## src/rtl/cpu_ctrl_pkg.sv

```systemverilog
// Shared definitions for the CPU control path and the datapath muxes.
// Holds the control FSM state encoding, opcode/funct constants, ALU operation
// codes and the select encodings for every datapath mux driven by control_unit.
package cpu_ctrl_pkg;

  // state_dbg exposes these codes directly, so keep the numbering stable.
  typedef enum logic [4:0] {
    StRst      = 5'd0,
    StFetch    = 5'd1,
    StDecode   = 5'd2,
    StRExec    = 5'd3,
    StRWb      = 5'd4,
    StAddi     = 5'd5,
    StIWb      = 5'd6,
    StMemAddr  = 5'd7,
    StLwRd     = 5'd8,
    StLwWb     = 5'd9,
    StSw       = 5'd10,
    StBranch   = 5'd11,
    StJump     = 5'd12,
    StLui      = 5'd13,
    StExcOpc   = 5'd14,
    StExcOvf   = 5'd15,
    StExcRdOpc = 5'd16,
    StExcRdOvf = 5'd17
  } state_e;

  // Opcodes (IR[31:26])
  localparam logic [5:0] OpRType = 6'h00;
  localparam logic [5:0] OpJ     = 6'h02;
  localparam logic [5:0] OpBeq   = 6'h04;
  localparam logic [5:0] OpBne   = 6'h05;
  localparam logic [5:0] OpAddi  = 6'h08;
  localparam logic [5:0] OpLui   = 6'h0F;
  localparam logic [5:0] OpLw    = 6'h23;
  localparam logic [5:0] OpSw    = 6'h2B;

  // R-type funct codes (IR[5:0])
  localparam logic [5:0] FnAdd = 6'h20;
  localparam logic [5:0] FnSub = 6'h22;
  localparam logic [5:0] FnAnd = 6'h24;

  // ALUControl
  localparam logic [2:0] AluPassA = 3'b000;
  localparam logic [2:0] AluAdd   = 3'b001;
  localparam logic [2:0] AluSub   = 3'b010;
  localparam logic [2:0] AluAnd   = 3'b011;
  localparam logic [2:0] AluCmp   = 3'b111;

  // ALUSrcA
  localparam logic [1:0] SrcAPc  = 2'd0;
  localparam logic [1:0] SrcARegA = 2'd1;
  localparam logic [1:0] SrcAMdr = 2'd2;

  // ALUSrcB
  localparam logic [1:0] SrcBRegB  = 2'd0;
  localparam logic [1:0] SrcBFour  = 2'd1;
  localparam logic [1:0] SrcBImm   = 2'd2;
  localparam logic [1:0] SrcBImmSh = 2'd3;

  // PCSource
  localparam logic [2:0] PcSrcAlu    = 3'd0;
  localparam logic [2:0] PcSrcAluOut = 3'd1;
  localparam logic [2:0] PcSrcJump   = 3'd2;
  localparam logic [2:0] PcSrcEpc    = 3'd3;
  localparam logic [2:0] PcSrcMem    = 3'd4;

  // MemAdrsSrc
  localparam logic [2:0] MemAdrPc     = 3'd0;
  localparam logic [2:0] MemAdrAluOut = 3'd1;
  localparam logic [2:0] MemAdrExcOpc = 3'd2;
  localparam logic [2:0] MemAdrExcOvf = 3'd3;

  // WriteIn (destination register select)
  localparam logic [1:0] WrRt  = 2'd0;
  localparam logic [1:0] WrRd  = 2'd1;
  localparam logic [1:0] WrR31 = 2'd2;

  // WriteDataSrc
  localparam logic [2:0] WdAluOut = 3'd0;
  localparam logic [2:0] WdMdr    = 3'd1;
  localparam logic [2:0] WdLui    = 3'd2;

  // True for the R-type funct codes this CPU implements.
  function automatic logic is_rtype_funct(input logic [5:0] fn);
    return (fn == FnAdd) || (fn == FnSub) || (fn == FnAnd);
  endfunction

endpackage

```

## src/rtl/control_unit.sv

```systemverilog
// Multicycle Moore control FSM for the CPU datapath.
// Sequences fetch/decode/execute/memory/writeback one step per clock, and
// handles invalid-opcode and overflow exceptions by saving EPC and loading PC
// from a handler vector byte in memory.
//
// Ports:
//   clock, reset       rising-edge clock, asynchronous active-low reset
//   opcode, funct      IR[31:26], IR[5:0]
//   Z, O, ET           ALU zero / overflow / equal flags
//   PCWrite .. EPCWrite  datapath write enables (MemWrRd=1 is a memory write)
//   ALUSrcA/B, ALUControl, PCSource, MemAdrsSrc, WriteIn, WriteDataSrc
//                      datapath mux selects and ALU op (codes in cpu_ctrl_pkg)
//   state_dbg          current state encoding, debug only
module control_unit
  import cpu_ctrl_pkg::*;
#(
  parameter int unsigned MEM_WAIT     = 1,
  parameter int unsigned EXC_OPC_ADDR = 253,
  parameter int unsigned EXC_OVF_ADDR = 254
) (
  input  logic       clock,
  input  logic       reset,
  input  logic [5:0] opcode,
  input  logic [5:0] funct,
  input  logic       Z,
  input  logic       O,
  input  logic       ET,
  output logic       PCWrite,
  output logic       MemWrRd,
  output logic       IRWrite,
  output logic       RegWrite,
  output logic       AB_w,
  output logic       ALUOutWrite,
  output logic       EPCWrite,
  output logic [1:0] ALUSrcA,
  output logic [1:0] ALUSrcB,
  output logic [2:0] ALUControl,
  output logic [2:0] PCSource,
  output logic [2:0] MemAdrsSrc,
  output logic [1:0] WriteIn,
  output logic [2:0] WriteDataSrc,
  output logic [4:0] state_dbg
);

  localparam logic [1:0] MemWaitC = MEM_WAIT[1:0];

  state_e     state_q, state_d;
  logic [1:0] cnt_q, cnt_d;
  logic       last_wait;

  // Handler vectors live in memory; this block only drives their select codes.
  // Z is not needed by any implemented instruction.
  logic unused_cfg;
  assign unused_cfg = ^{Z, 8'(EXC_OPC_ADDR), 8'(EXC_OVF_ADDR)};

  assign last_wait = (cnt_q == MemWaitC);
  assign state_dbg = state_q;

  always_ff @(posedge clock or negedge reset) begin
    if (!reset) begin
      state_q <= StRst;
      cnt_q   <= 2'd0;
    end else begin
      state_q <= state_d;
      cnt_q   <= cnt_d;
    end
  end

  // Next state and wait counter
  always_comb begin
    state_d = state_q;
    unique case (state_q)
      StRst:    state_d = StFetch;
      StFetch:  if (last_wait) state_d = StDecode;
      StDecode: begin
        case (opcode)
          OpRType:     state_d = is_rtype_funct(funct) ? StRExec : StExcOpc;
          OpAddi:      state_d = StAddi;
          OpLw, OpSw:  state_d = StMemAddr;
          OpBeq, OpBne: state_d = StBranch;
          OpJ:         state_d = StJump;
          OpLui:       state_d = StLui;
          default:     state_d = StExcOpc;
        endcase
      end
      // and cannot overflow, so O is ignored for it
      StRExec:   state_d = (O && (funct != FnAnd)) ? StExcOvf : StRWb;
      StAddi:    state_d = O ? StExcOvf : StIWb;
      StMemAddr: state_d = (opcode == OpLw) ? StLwRd : StSw;
      StLwRd:    if (last_wait) state_d = StLwWb;
      StExcOpc:  state_d = StExcRdOpc;
      StExcOvf:  state_d = StExcRdOvf;
      StExcRdOpc, StExcRdOvf: if (last_wait) state_d = StFetch;
      StRWb, StIWb, StLwWb, StSw, StBranch, StJump, StLui: state_d = StFetch;
      default:   state_d = StRst;
    endcase

    // Clears on any state change, saturates at MEM_WAIT
    if (state_d != state_q) begin
      cnt_d = 2'd0;
    end else if (last_wait) begin
      cnt_d = cnt_q;
    end else begin
      cnt_d = cnt_q + 2'd1;
    end
  end

  // Output decode
  always_comb begin
    PCWrite      = 1'b0;
    MemWrRd      = 1'b0;
    IRWrite      = 1'b0;
    RegWrite     = 1'b0;
    AB_w         = 1'b0;
    ALUOutWrite  = 1'b0;
    EPCWrite     = 1'b0;
    ALUSrcA      = SrcAPc;
    ALUSrcB      = SrcBRegB;
    ALUControl   = AluPassA;
    PCSource     = PcSrcAlu;
    MemAdrsSrc   = MemAdrPc;
    WriteIn      = WrRt;
    WriteDataSrc = WdAluOut;

    unique case (state_q)
      StFetch: begin
        MemAdrsSrc = MemAdrPc;
        ALUSrcA    = SrcAPc;
        ALUSrcB    = SrcBFour;
        ALUControl = AluAdd;
        if (last_wait) begin
          IRWrite  = 1'b1;
          PCWrite  = 1'b1;
          PCSource = PcSrcAlu;
        end
      end
      StDecode: begin
        // Branch target PC+(imm<<2) is precomputed into ALUOut here
        AB_w        = 1'b1;
        ALUOutWrite = 1'b1;
        ALUSrcA     = SrcAPc;
        ALUSrcB     = SrcBImmSh;
        ALUControl  = AluAdd;
      end
      StRExec: begin
        ALUSrcA     = SrcARegA;
        ALUSrcB     = SrcBRegB;
        ALUOutWrite = 1'b1;
        if (funct == FnSub) begin
          ALUControl = AluSub;
        end else if (funct == FnAnd) begin
          ALUControl = AluAnd;
        end else begin
          ALUControl = AluAdd;
        end
      end
      StRWb: begin
        RegWrite     = 1'b1;
        WriteIn      = WrRd;
        WriteDataSrc = WdAluOut;
      end
      StAddi, StMemAddr: begin
        ALUSrcA     = SrcARegA;
        ALUSrcB     = SrcBImm;
        ALUControl  = AluAdd;
        ALUOutWrite = 1'b1;
      end
      StIWb: begin
        RegWrite     = 1'b1;
        WriteIn      = WrRt;
        WriteDataSrc = WdAluOut;
      end
      StLwRd: MemAdrsSrc = MemAdrAluOut;
      StLwWb: begin
        RegWrite     = 1'b1;
        WriteIn      = WrRt;
        WriteDataSrc = WdMdr;
      end
      StSw: begin
        MemAdrsSrc = MemAdrAluOut;
        MemWrRd    = 1'b1;
      end
      StBranch: begin
        ALUSrcA    = SrcARegA;
        ALUSrcB    = SrcBRegB;
        ALUControl = AluCmp;
        PCSource   = PcSrcAluOut;
        PCWrite    = ((opcode == OpBeq) && ET) || ((opcode == OpBne) && !ET);
      end
      StJump: begin
        PCWrite  = 1'b1;
        PCSource = PcSrcJump;
      end
      StLui: begin
        RegWrite     = 1'b1;
        WriteIn      = WrRt;
        WriteDataSrc = WdLui;
      end
      StExcOpc, StExcOvf: begin
        // PC already advanced by 4 in fetch; PC-4 is the faulting instruction
        ALUSrcA    = SrcAPc;
        ALUSrcB    = SrcBFour;
        ALUControl = AluSub;
        EPCWrite   = 1'b1;
      end
      StExcRdOpc, StExcRdOvf: begin
        MemAdrsSrc = (state_q == StExcRdOpc) ? MemAdrExcOpc : MemAdrExcOvf;
        if (last_wait) begin
          PCWrite  = 1'b1;
          PCSource = PcSrcMem;
        end
      end
      default: ;
    endcase
  end

endmodule

```

## config.mk

```make
export PLATFORM = sky130hd
export DESIGN_NAME = control_unit
export DESIGN_NICKNAME = d
export VERILOG_FILES = /design/src/rtl/cpu_ctrl_pkg.sv /design/src/rtl/control_unit.sv
export SDC_FILE = /design/constraint.sdc
export NUM_CORES = 1
export LEC_CHECK = 0
export BUFFER_PORTS_ARGS = -buffer_cell sky130_fd_sc_hd__buf_2
export CAP_MARGIN = 40
export CORE_MARGIN = 2
export CORE_UTILIZATION = 44
export DETAILED_ROUTE_END_ITERATION = 10
export PLACE_DENSITY = 0.85
export SYNTH_ARGS = -nofsm -noshare
export SYNTH_HDL_FRONTEND = slang
export SYNTH_SLANG_ARGS = --single-unit
```

## constraint.sdc

```tcl
create_clock -name clock -period 1.9 [get_ports clock]
set_input_delay 0.19 -clock clock [delete_from_list [all_inputs] [get_ports clock]]
set_output_delay 0.19 -clock clock [all_outputs]
set_load 0.02 [all_outputs]
```

# Word level (Yosys, flattened, before mapping)
# Index checks and enable logic that the tools add are counted.
dict set report totals {
  input_bits 17
  out_inout_bits 30
  ff_bits 7
  elab_cells 86
}
dict set report classes {
  mux 30
  addsub 1
  reduce_logical 22
  eq_ne 31
}
# operator count
set ops {}
lappend ops {{$pmux W5 S10} 1}
lappend ops {{$eq A5 B4 Y1 const B} 8}
lappend ops {{$eq A6 B6 Y1 const B} 5}
lappend ops {{$pmux W4 S6} 1}
lappend ops {{$eq A5 B3 Y1 const B} 4}
lappend ops {{$reduce_or A4 Y1} 4}
lappend ops {{$mux W5} 3}
lappend ops {{$eq A6 B3 Y1 const B} 2}
lappend ops {{$eq A6 B4 Y1 const B} 2}
lappend ops {{$mux W4} 3}
lappend ops {{$pmux W3 S4} 1}
lappend ops {{$reduce_or A2 Y1} 6}
lappend ops {{$eq A5 B2 Y1 const B} 2}
lappend ops {{$eq A5 B5 Y1 const B} 2}
lappend ops {{$mux W1} 10}
lappend ops {{$mux W2} 5}
lappend ops {{$pmux W3 S3} 1}
lappend ops {{$pmux W2 S2} 2}
lappend ops {{$reduce_or A8 Y1} 1}
lappend ops {{$eq A6 B2 Y1 const B} 1}
lappend ops {{$logic_not A6 Y1} 1}
lappend ops {{$ne A6 B6 Y1 const B} 1}
lappend ops {{$pmux W2 S3} 1}
lappend ops {{$reduce_or A3 Y1} 2}
lappend ops {{11 further kinds} 15}

# Longest topological paths before layout
dict set report logic_depth {
  depth_word 8
  mapped_depth 10
  ltp_nobuf 9
}

# Worst setup path before layout
# OpenSTA, ideal clock, no wires.
dict set report synth_timing {
  kind {register -> output}
  from {register state_q[2], in the netlist state_dbg[2]}
  to {output port ALUSrcA[0]}
  path_stages_with_launch 4
  slack_ns -0.246
  t_required_ns 1.710
  t_arrival_ns 1.956
  n_path_buf 2
  path_cell_list {dfrtp_1 buf_2 buf_1 a2111oi_0}
}
dict set report synth_between {
  elab_chain_cells 3
  elab_cells_between_ends 6
  cone_classes {eq/ne (4); mux (1); reduce/logical (1)}
}
# item line_no
set synth_lines {}
lappend synth_lines {{start: declaration} control_unit.sv:47} ;# state_e state_q, state_d;
lappend synth_lines {{start signal: assignment} control_unit.sv:61} ;# state_q <= StRst;
lappend synth_lines {{start signal: assignment} control_unit.sv:64} ;# state_q <= state_d;
lappend synth_lines {{$eq A5 B4 Y1, or another cell as far along} control_unit.sv:125} ;# unique case (state_q)
lappend synth_lines {{$reduce_or A4 Y1 (no line) (*)} --}
lappend synth_lines {{$mux W1 (*)} control_unit.sv:125}
lappend synth_lines {{end: declaration} control_unit.sv:35} ;# output logic [1:0] ALUSrcA,
# Every way passes the cells marked *; elsewhere a longest branch is shown, timed or not.

# Worst setup path after layout
dict set report layout_timing {
  from {register state_q[0], in the netlist state_dbg[0]}
  to {register cnt_q[1]}
}
dict set report layout_between {
  elab_chain_cells 5
  elab_cells_between_ends 27
  cone_classes {eq/ne (19); mux (5); reduce/logical (3)}
}
# item line_no
set layout_lines {}
lappend layout_lines {{$eq A5 B3 Y1, or another cell as far along} control_unit.sv:72} ;# unique case (state_q)
lappend layout_lines {{$reduce_or A8 Y1 (no line) or $reduce_or A2 Y1 (tied branches)} --}
lappend layout_lines {{$pmux W5 S10 (*)} control_unit.sv:72}
lappend layout_lines {{via state_d[0]} control_unit.sv:47}
lappend layout_lines {{$ne A5 B5 Y1 (*)} control_unit.sv:99} ;# if (state_d != state_q) begin
lappend layout_lines {{$ne A2 B1 Y1 (no line) or $mux W2 (tied branches)} --}
lappend layout_lines {{end signal: assignment} control_unit.sv:65} ;# cnt_q <= cnt_d;
lappend layout_lines {{end: declaration} control_unit.sv:48} ;# logic [1:0] cnt_q, cnt_d;
# The timed path passes the listed nets; every way through them passes the cells marked *.
# A chain may end at the register's enable or synchronous reset.

==> flow_summary.ini <==
[status]
status = finished clean

[clocking]
clk-insertion-delay-late_ns = 0.25
clock-root-buffer = clkbuf_4
cts_max_path_buffers = 2
cts_tree = built
cts-htree-levels = 1
numCtsBuffers = 3
cts.sinks = 7
path_clk_slew_ns = 0.05

[sta]
fmax_ghz = 0.533
timing.final.crit_period_ns = 1.88
layout_setup_ws_ns = 0.0232
finalSetupViolations = 0
timing.final.crit_share = 0.988
skew_ns = 0.00419
maxSlewViolCount = 0
finalHoldViolCount = 0
rsz0062_at_grt = yes

[cells_and_area]
layout_commonest_cell = buf_2
antenna_cells = 0
drive_gt1_frac = 0.491
instances_no_fill = 254
layout_common_cells = buf_2 (39), buf_4 (28), nor2_1 (18)
areaGrowthSynthToFinish_pct = 46.2
nNetsFinal = 243
fillers = 206
final_area_sq_um = 1690

[synthesis]
synth_top_family_by_area = simple AND/OR/NAND/NOR gates
ys.flop_type = dfrtp_1
avgSynthCellArea_sq_um = 7.18
synth_compound_area_frac = 0.250
synth_xor_area_frac = 0.0379
ys_ff_latch = 7
synthCells = 161
synth_fa_ha_area_frac = 0.0108
synthMuxAreaShare = 0.0184
synth-warning-count = 0
synth-edff-count = 0
syn_area_sq_um = 1160
async_flop_share = 1.00
yosysUniqueCellTypes = 53
synth_simple_gate_area_frac = 0.395
synth-seq-area-share = 0.152

[placed_design]
port-buffer-count = 41
gp_congestion = 0.869
placed_cells = 241
dpl_cell_area_sq_um = 1460
hpwlAfterDp_um = 2580
preCtsSetupSlack_ns = -0.0704

[job]
drv_cap = 0

[route]
viasPerCell = 5.68
first_pass_iters = 4
wl_per_cell_um = 14.7
dr.first_iter.drc_count = 65
wl_um = 3730
antenna_left = 0
drc = 0
vias = 1442

[setup_path]
cp-end-kind = flip-flop
r2r_setup_slack_ns = 0.02
cp-start-kind = flip-flop
path_class = flip-flop to flip-flop
cp_max_fo = 5
cp.arrival_ns = 2.03
worstPathRequired_ns = 2.05

[global_route]
grt_pass1_wl_um = 5590
antenna_found_initial = 0
grt_max_degree = 14
globalRouteTotalUtil = 0.220
grt_pass1_vias = 1319
overflow = 0

[die]
num_rows = 18
die_y_um = 55.3
ioPinCount = 47
coreArea_sq_um = 2480
die_w_um = 55.3
start_util = 0.467
floorplan.die_area_sq_um = 3050

[pwr]
power_uw = 2260
irDropWorstVdd_mv = 0.793
leakagePower_uw = 0.000807
power.density_nw_per_um2 = 1340

[worst_hold_path]
hp-class = primary input to async pin
[state kept, by name (all words and copies together) (netlist names)]
name and flops:
cnt_q 2, state_dbg 5
[cell type report]
cell class	count	area [sq um]	share of cell area
inverters	5	22.5	0.0133
well taps	30	37.5	0.0222
clock buffers	4	26.3	0.0155
repair buffers	74	483	0.286
flip-flops and latches	7	179	0.106
multi-input cells	134	942	0.557
[repair_timing]
action,in CTS,in global routing
endpoints found under the setup margin,3,7
resized for setup,16,22
hold endpoints to repair,7,0
hold buffers,1,0
cloned,0,0
pin swaps,4,6
buffers inserted,5,3
[worst max-delay path, cell delays in order, from the launching register on]
cell	delay [ns]
dfrtp_2	0.45
buf_6	0.15
nor2b_2	0.12
nand2_1	0.12
o221ai_2	0.20
o21ai_1	0.10
a41o_2	0.26
xnor2_2	0.15
nor4_2	0.24
[metal layers]
| layer | share of wire | global-route usage | vias to the layer above |
|---|---|---|---|
| met4 | 0.0099 | 0.0453 | 0 |
| met1 | 0.40 | 0.254 | 668 |
| li1 | - | - | 694 |
| met2 | 0.53 | 0.420 | 73 |
| met5 | 0 | 0 | - |
| met3 | 0.062 | 0.0351 | 7 |
[cell usage after synthesis (all sizes together), types with 2 or more instances]
master,number,area [sq um]
and2,2,12.5
dfrtp,7,175
buf,13,106
xnor2,3,26.3
nor4,6,67.6
nand2,14,52.6
clkbuf,5,28.8
nand3,8,45.0
a31oi,5,31.3
nor3,3,15.0
o21ai,11,55.1
nor4b,2,32.5
inv,5,18.8
a21boi,2,15.0
xor2,2,17.5
and3,3,18.8
a21oi,9,45.0
nand2b,2,12.5
nor2,22,82.6
a41oi,2,17.5
nor2b,11,68.8
[report_power, final]
group	switching, uW	internal [uW]	total (uW)
sequential	71.8	203	274
combinational	1040	815	1850
clock	53.7	80.1	134
total	1160	1100	2260
[per-stage QoR]
stage,utilization,setup TNS (ns),hold WS (ns)
2_1_floorplan,-,0,-0.106
3_3_place_gp,0.588,0,0.0295
3_5_place_dp,0.588,-0.0704,0.0277
4_1_cts,0.636,0,0.301
5_1_grt,0.682,-0.194,0.316
6_report,0.682,0,0.305
[cell families after synthesis]
logic type	Yosys count
mux	2
fa+ha+maj	1
buf+inv	23
xor+xnor	5
simple gates	79
other cells	1
flops	7
compound gates	43
[worst paths after layout]
| path | startpoint | cells past startpoint | end |
|---|---|---|---|
| worst max-delay path | state_dbg[0] | 8 | cnt_q[1] |
| worst min-delay path | reset | 2 | cnt_q[0] |
| worst max register to register | state_dbg[0] | 8 | cnt_q[1] |
| worst min register to register | state_dbg[3] | 3 | state_dbg[2] |
| max in group asynchronous | reset | 2 | state_dbg[0] |
| min in group clock | funct[1] | 5 | state_dbg[1] |
Power figures use the tool's default switching activity.
